$ cat config.mk
export PLATFORM = sky130hd
export DESIGN_NAME = yqc_calc_ctrl
export DESIGN_NICKNAME = d
export VERILOG_FILES = /design/src/rtl/yqc_calc_pkg.sv /design/src/rtl/yqc_calc_wdog.sv /design/src/rtl/yqc_calc_ctrl.sv
export SDC_FILE = /design/constraint.sdc
export NUM_CORES = 1
export LEC_CHECK = 0
export CAP_MARGIN = 0
export CORE_ASPECT_RATIO = 1.5
export CORE_MARGIN = 2
export CORE_UTILIZATION = 54
export DETAILED_ROUTE_END_ITERATION = 12
export PLACE_DENSITY = 0.85
export SYNTH_ARGS = -nofsm -noshare
export SYNTH_HDL_FRONTEND = slang
export SYNTH_SLANG_ARGS = --single-unit
export TNS_END_PERCENT = 20
$ cat constraint.sdc
create_clock -name clk -period 5.9 [get_ports clk]
set_input_delay 1.18 -clock clk [delete_from_list [all_inputs] [get_ports clk]]
set_output_delay 1.18 -clock clk [all_outputs]
set_load 0.01 [all_outputs]
$ cat src/rtl/yqc_calc_pkg.sv
// Shared definitions for the calculator sequencing controller:
// key codes, ALU operator encoding and controller states.
package yqc_calc_pkg;

    localparam int unsigned KEY_W = 4;
    localparam int unsigned OP_W  = 2;
    localparam int unsigned WD_W  = 8;

    localparam logic [KEY_W-1:0] KEY_LOAD_A = 4'h0;
    localparam logic [KEY_W-1:0] KEY_LOAD_B = 4'h1;
    localparam logic [KEY_W-1:0] KEY_OP_ADD = 4'h2;
    localparam logic [KEY_W-1:0] KEY_OP_SUB = 4'h3;
    localparam logic [KEY_W-1:0] KEY_OP_MUL = 4'h4;
    localparam logic [KEY_W-1:0] KEY_OP_DIV = 4'h5;
    localparam logic [KEY_W-1:0] KEY_EXEC   = 4'h6;
    localparam logic [KEY_W-1:0] KEY_ANS    = 4'h7;
    localparam logic [KEY_W-1:0] KEY_CLEAR  = 4'h8;

    localparam logic [OP_W-1:0] OP_ADD = 2'b00;
    localparam logic [OP_W-1:0] OP_SUB = 2'b01;
    localparam logic [OP_W-1:0] OP_MUL = 2'b10;
    localparam logic [OP_W-1:0] OP_DIV = 2'b11;

    typedef enum logic [1:0] {
        IDLE  = 2'd0,
        ISSUE = 2'd1,
        WAIT  = 2'd2
    } state_t;

endpackage

$ cat src/rtl/yqc_calc_wdog.sv
// Loadable down-counter watchdog; expire pulses for one cycle, registered,
// in the cycle after the count steps from 1 to 0 while enabled.
module yqc_calc_wdog
    import yqc_calc_pkg::*;
(
    input  logic            clk,
    input  logic            rst,
    input  logic            load,
    input  logic            en,
    input  logic [WD_W-1:0] ld_val,
    output logic            expire
);

    logic [WD_W-1:0] cnt;

    always_ff @(posedge clk or posedge rst) begin
        if (rst) begin
            cnt    <= '0;
            expire <= 1'b0;
        end else if (load) begin
            cnt    <= ld_val;
            expire <= 1'b0;
        end else if (en) begin
            expire <= (cnt == WD_W'(1));
            if (cnt != '0) begin
                cnt <= cnt - WD_W'(1);
            end
        end else begin
            expire <= 1'b0;
        end
    end

endmodule

$ cat src/rtl/yqc_calc_ctrl.sv
// Calculator sequencing controller: latches operands/operator from key events,
// issues one ALU start, waits for done under a watchdog and drives the display result.
module yqc_calc_ctrl
    import yqc_calc_pkg::*;
#(
    parameter int unsigned W       = 8,
    parameter int unsigned TIMEOUT = 255
)
(
    input  logic         clk,
    input  logic         rst,
    input  logic         key_vld,
    input  logic [3:0]   key,
    input  logic [W-1:0] data_in,
    output logic         alu_start,
    output logic [W-1:0] alu_a,
    output logic [W-1:0] alu_b,
    output logic [1:0]   alu_op,
    input  logic         alu_done,
    input  logic [W-1:0] alu_result,
    input  logic         alu_ovf,
    output logic [W-1:0] data_out,
    output logic         result_vld,
    output logic         err,
    output logic         busy
);

    state_t       state, state_nxt;
    logic         a_vld, b_vld, a_vld_nxt, b_vld_nxt;
    logic [W-1:0] a_nxt, b_nxt, dout_nxt;
    logic [1:0]   op_nxt;
    logic         rv_nxt, err_nxt, start_nxt, busy_nxt;
    logic         wd_load, wd_en, wd_expire;
    logic         key_clr;

    assign key_clr = key_vld && (key == KEY_CLEAR);
    assign wd_en   = (state == WAIT);

    // expire is registered (one cycle late), so preload one less than TIMEOUT
    // to bound WAIT at exactly TIMEOUT cycles.
    yqc_calc_wdog u_wdog (
        .clk    (clk),
        .rst    (rst),
        .load   (wd_load),
        .en     (wd_en),
        .ld_val (8'(TIMEOUT - 1)),
        .expire (wd_expire)
    );

    always_ff @(posedge clk or posedge rst) begin
        if (rst) begin
            state      <= IDLE;
            alu_a      <= '0;
            alu_b      <= '0;
            alu_op     <= OP_ADD;
            a_vld      <= 1'b0;
            b_vld      <= 1'b0;
            alu_start  <= 1'b0;
            data_out   <= '0;
            result_vld <= 1'b0;
            err        <= 1'b0;
            busy       <= 1'b0;
        end else begin
            state      <= state_nxt;
            alu_a      <= a_nxt;
            alu_b      <= b_nxt;
            alu_op     <= op_nxt;
            a_vld      <= a_vld_nxt;
            b_vld      <= b_vld_nxt;
            alu_start  <= start_nxt;
            data_out   <= dout_nxt;
            result_vld <= rv_nxt;
            err        <= err_nxt;
            busy       <= busy_nxt;
        end
    end

    always_comb begin
        state_nxt = state;
        a_nxt     = alu_a;
        b_nxt     = alu_b;
        op_nxt    = alu_op;
        a_vld_nxt = a_vld;
        b_vld_nxt = b_vld;
        dout_nxt  = data_out;
        rv_nxt    = result_vld;
        err_nxt   = err;
        wd_load   = 1'b0;

        case (state)
            IDLE: begin
                if (key_vld) begin
                    case (key)
                        KEY_LOAD_A: begin
                            a_nxt     = data_in;
                            a_vld_nxt = 1'b1;
                            err_nxt   = 1'b0;
                        end
                        KEY_LOAD_B: begin
                            b_nxt     = data_in;
                            b_vld_nxt = 1'b1;
                            err_nxt   = 1'b0;
                        end
                        KEY_OP_ADD: op_nxt = OP_ADD;
                        KEY_OP_SUB: op_nxt = OP_SUB;
                        KEY_OP_MUL: op_nxt = OP_MUL;
                        KEY_OP_DIV: op_nxt = OP_DIV;
                        KEY_ANS: begin
                            if (result_vld) begin
                                a_nxt     = data_out;
                                a_vld_nxt = 1'b1;
                            end
                        end
                        KEY_EXEC: begin
                            if (a_vld && b_vld) begin
                                // Division by zero is caught here and never reaches the ALU.
                                if ((alu_op == OP_DIV) && (alu_b == '0)) begin
                                    err_nxt  = 1'b1;
                                    dout_nxt = '0;
                                    rv_nxt   = 1'b0;
                                end else begin
                                    state_nxt = ISSUE;
                                    rv_nxt    = 1'b0;
                                    err_nxt   = 1'b0;
                                end
                            end
                        end
                        default: ;
                    endcase
                end
            end
            ISSUE: begin
                wd_load   = 1'b1;
                state_nxt = WAIT;
            end
            WAIT: begin
                if (alu_done) begin
                    dout_nxt  = alu_result;
                    rv_nxt    = 1'b1;
                    err_nxt   = alu_ovf;
                    state_nxt = IDLE;
                end else if (wd_expire) begin
                    dout_nxt  = '0;
                    rv_nxt    = 1'b0;
                    err_nxt   = 1'b1;
                    state_nxt = IDLE;
                end
            end
            default: state_nxt = IDLE;
        endcase

        // CLEAR overrides everything, including a coincident alu_done.
        if (key_clr) begin
            state_nxt = IDLE;
            a_nxt     = '0;
            b_nxt     = '0;
            op_nxt    = OP_ADD;
            a_vld_nxt = 1'b0;
            b_vld_nxt = 1'b0;
            dout_nxt  = '0;
            rv_nxt    = 1'b0;
            err_nxt   = 1'b0;
        end

        start_nxt = (state_nxt == ISSUE);
        busy_nxt  = (state_nxt != IDLE);
    end

endmodule

Yosys cells after proc, flatten, opt, wreduce, memory -nomap -nowiden
Cells that the tools add are included.
- flip-flop bits (word level): 43
- word-level logic and storage cells: 118
- input port bits: 25
- add/subtract/negate cells: 1
- equal/unequal tests: 21
- reductions and logical operators: 24
- muxes and demuxes: 59
- operators by type and width (operator ; number):
    two-way mux 8 bit ; 18
    case mux 8 bit (2 select lines) ; 2
    two-way mux 1 bit ; 23
    two-way mux 2 bit ; 10
    equality test 4 x 3 -> 1 bit (second input constant) ; 4
    != test 3 bit (second input constant) ; 4
    nonzero test 2 bit ; 6
    AND reduction 5 bit ; 2
    equality test 4 x 2 -> 1 bit (second input constant) ; 2
    equality test 8 x 1 -> 1 bit (second input constant) ; 1
    zero test 8 bit ; 1
    != test 4 bit (second input constant) ; 2
    case mux 1 bit (2 select lines) ; 4
    case mux 2 bit (4 select lines) ; 1
    nonzero test 8 bit ; 1
    subtractor 8 x 1 -> 8 bit (second input constant) ; 1
    case mux 2 bit (3 select lines) ; 1
    AND reduction 3 bit ; 2
    AND reduction 6 bit ; 1
    nonzero test 3 bit ; 2
    nonzero test 5 bit ; 1
    equality test 2 x 1 -> 1 bit (second input constant) ; 2
    equality test 2 bit (second input constant) ; 2
    equality test 4 x 1 -> 1 bit (second input constant) ; 1
    other kinds (9) ; 11

Depth between registers and ports, before layout
- depth after elaboration: 9
- gate-level depth with buffers: 8

By module
Synthesis repeated with hierarchy kept, for this count alone.
- cell total of the unflattened synthesis: 224
- area, all modules: 2298.5 µm²
- modules (own cells, without submodules) (module ; instances ; area each (µm²) ; cells each):
    yqc_calc_ctrl ; 1 ; 1680.4 ; 156
    yqc_calc_wdog ; 1 ; 618.1 ; 68

Worst setup path after synthesis
No wires, ideal clock.
- path kind: input-to-reg
- from: input port key[1]
- to: register err
- slack: 3.338 ns
- setup time: 0.125 ns
- arrival time: 2.437 ns
- data required time: 5.775 ns
- stages: 5
- path buffers: 1
- cells stage by stage: buf_2 -> nor3_1 -> nand3_1 -> a221oi_1 -> mux2_2
- cells in the longest elaborated chain, start to end: 6
- ends and longest elaborated chain (element ; line ; RTL):
    start, declared ; yqc_calc_ctrl.sv:13 ; input logic [3:0] key,
    equality test 4 x 1 -> 1 bit / zero test 4 bit (equally long branches) ; yqc_calc_ctrl.sv:93 ; case (key)
    OR reduction 2 bit (no source line) ; n/a ;
    case mux 1 bit (2 select lines) ; yqc_calc_ctrl.sv:93 ;
    two-way mux 1 bit ; yqc_calc_ctrl.sv:92 ; if (key_vld) begin
    case mux 1 bit (2 select lines) ; yqc_calc_ctrl.sv:90 ; case (state)
    two-way mux 1 bit ; yqc_calc_ctrl.sv:153 ; if (key_clr) begin
    end signal, assigned ; yqc_calc_ctrl.sv:73 ; err <= err_nxt;
    end, declared ; yqc_calc_ctrl.sv:24 ; output logic err,
Several ways; a longest one is shown, not always the timed one. The select of a mux whose other input is x is not followed.
A chain may end at the register's enable or synchronous reset.

Worst setup path after layout
- from: input port key[0]
- to: register err
The elaborated chain is that of the path after synthesis.

==> summary.md <==
| Metric | Value |
|---|---|
| DRC | `0` |
| Crit path arrival time | `3.17 ns` |
| Detail Route Antenna Nets | `0` |
| Largest net degree at the start of global routing | `44` |
| Register area share after synthesis | `45.5%` |
| Peak supply drop | `0.312 mV` |
| Number of port buffers | `54` |
| Initial Util | `56.2%` |
| First-pass GRT wire length | `8.98 mm` |
| CTS root buffer | `clkbuf_8` |
| Ys flop type | `dfrtp_1` |
| Avg WL per Cell | `15.7 um` |
| Area growth syn-to-layout | `27.9%` |
| Synth async-reset ratio | `100%` |
| Final worst-path cycle share | `50.6%` |
| Skew-Pair Late Insertion Delay | `0.30 ns` |
| Yosys reg bits | `43` |
| Area leader, netlist | `dfrtp_1` |
| Worst-path clk slew | `0.08 ns` |
| Num Clock Sinks | `43` |
| Overflow after GRT | `0` |
| Required time worst endpoint | `6.09 ns` |
| Worst slew pin tran | `0.944 ns` |
| Hold violation count in the final report | `0` |
| CTS tree | `built` |
| Post-CTS setup buffer count | `0` |
| Final wirelength | `5.28 mm` |
| DRC marker count from the first detailed-route iteration | `85` |
| Post-synth EDFFs | `0` |
| Post-synth top area share | `45.5%` |
| TNS Setup | `0 ns` |
| Worst Hold Class | `reg -> reg` |
| CP max FO | `9` |
| Ant. Diodes | `0` |
| Syn_nets | `268` |
| Run status | `complete, no violations` |
| Pwr/cell area | `410 nW/um^2` |
| Post-DP HPWL | `3.81 mm` |
| Nets | `321` |
| Htree depth | `2` |
| Top Ports | `55` |
| Clk_skew | `0.00476 ns` |
| CP endpoint kind | `flip-flop` |
| Layout cell share with drive strength beyond 1 | `9.97%` |
| Gate Count Post-Synth | `237` |
| Final min period | `2.99 ns` |
| RSZ-0062 raised after global routing | `no` |
| CTS buffer count | `5` |
| Netlist Area Pre-Place | `2360 um^2` |
| Core ar. | `4210 um^2` |
| Row count | `29` |
| Slew Viols, Final | `0` |
| Max Root-Sink Buffers | `2` |
| Total number of vias | `1,966` |
| Avg Cell Area, Syn | `9.98 um^2` |
| Routed vias/inst | `5.83` |
| Post-synthesis cell type count | `47` |
| Setup CP Type | `in -> reg` |
| Final Setup Violations | `0` |
| Routability cong. | `0.842` |
| Slew headroom | `36.8%` |
| Die Area | `4940 um^2` |
| CTS resizes | `0` |
| Maxcap violations | `0` |
| Initial antenna violation count | `0` |
| Max Clk Rate | `0.335 GHz` |
| Tot GR Track Use | `23.2%` |
| LEAKAGE | `1.34 nW` |
| Drt pass-1 iters | `4` |
| Die Y | `85.1 um` |
| Synth warn | `0` |
| Reg2reg setup slack | `3.59 ns` |
| Hold_buf cts | `0` |
| Vias in the first global route | `1,910` |
| Final core utilization | `71.8%` |
| WHS | `0.505 ns` |
| Leading post-synthesis cells by cell area | `dfrtp_1 46%, nand2_1 7.0%, mux2_2 4.3%, a21oi_1 4.2%, o21ai_0 3.6%` |
| Die Wd | `58.0 um` |
| Critical Path Source Type | `input pin` |
| Fillers | `317` |
-- logic make-up (layout without fill, tap and decap cells) --
| kind of cell | after synthesis | count (layout) | synth area share (%) |
|---|---|---|---|
| DFF | 43 | 43 | 45.5 |
| and+or+nand+nor | 87 | 87 | 20.9 |
| adders and majority gates | 6 | 6 | 3.17 |
| muxes | 11 | 11 | 5.13 |
| AOI/OAI and AO/OA | 66 | 66 | 20.2 |
| xor gates and xnor gates | 1 | 1 | 0.370 |
| buffers and inverters | 23 | 77 | 4.71 |
-- critical path: stages --
cell             delay [ns]
clkdlybuf4s50_1        0.56
nor3_1                 0.36
nand3_1                0.30
a221oi_1               0.40
mux2_2                 0.37
-- metrics by stage --
step	area [um^2]	worst slack, ns	power, mW	cells
6_report	3020	2.91	1.24	337
5_1_grt	3020	2.82	1.32	337
4_1_cts	3020	2.94	1.25	337
3_5_place_dp	2910	2.63	1.01	329
3_3_place_gp	2910	2.67	0.999	329
2_1_floorplan	2360	3.34	0.778	237
-- layout make-up --
type                            count  area (um^2)  area share (%)
Tap cell                           46         57.6            1.90
Timing Repair Buffer               55          548            18.1
Clock inverter                      3         43.8            1.45
Sequential cell                    43         1080            35.6
Multi-Input combinational cell    171         1180            38.9
Inverter                           14         52.6            1.74
Clock buffer                        5         68.8            2.28
-- state kept, by name, indices dropped and copies added, names as in the netlist --
register / cells
u_wdog.expire: 1
alu_a: 8
alu_start: 1
state: 2
b_vld: 1
data_out: 8
alu_b: 8
err: 1
result_vld: 1
busy: 1
u_wdog.cnt: 8
a_vld: 1
alu_op: 2
-- cells in the final DEF, fill, tap and decap left out, drive strengths merged, types with 3 or more instances in the layout --
cell type / n
a21oi: 20
a22o: 9
a31oi: 5
and2: 3
and3: 3
and4: 3
clkbuf: 5
clkdlybuf4s50: 54
dfrtp: 43
ha: 6
inv: 14
mux2: 9
nand2: 44
nor2: 10
nor2b: 3
nor3: 5
o21ai: 17
or3: 5
-- metal layers --
layer	global-route usage (%)	vias to the layer above	wire length [um]
li1	-	954	-
met1	28.8	946	2240
met2	39.9	55	2730
met3	5.34	11	234
met4	6.77	0	81
met5	0	-	0
-- path summary, 6_finish.rpt --
path                           from     endpoint  cells after the start
setup / recovery             key[0]          err                      5
hold / removal             alu_b[6]     alu_b[6]                      2
setup reg to reg           state[0]          err                      6
hold reg to reg            alu_b[6]     alu_b[6]                      2
max in group asynchronous       rst     state[0]                      3
min in group asynchronous       rst  data_out[2]                      3
-- report_power, final --
group,leakage (nW),internal [mW],switching [mW]
clock network,0.0581,0.126,0.103
registers,0.545,0.405,0.0997
logic,0.734,0.273,0.234
-- cells in the mapped netlist, types with 5 or more instances --
library cell and number:
a21oi_1 20, a22o_1 9, buf_2 5, dfrtp_1 43
ha_1 6, inv_1 14, mux2_2 9, nand2_1 44
nor2_1 9, nor3_1 5, o21ai_0 17
Power figures use the tool's default switching activity.
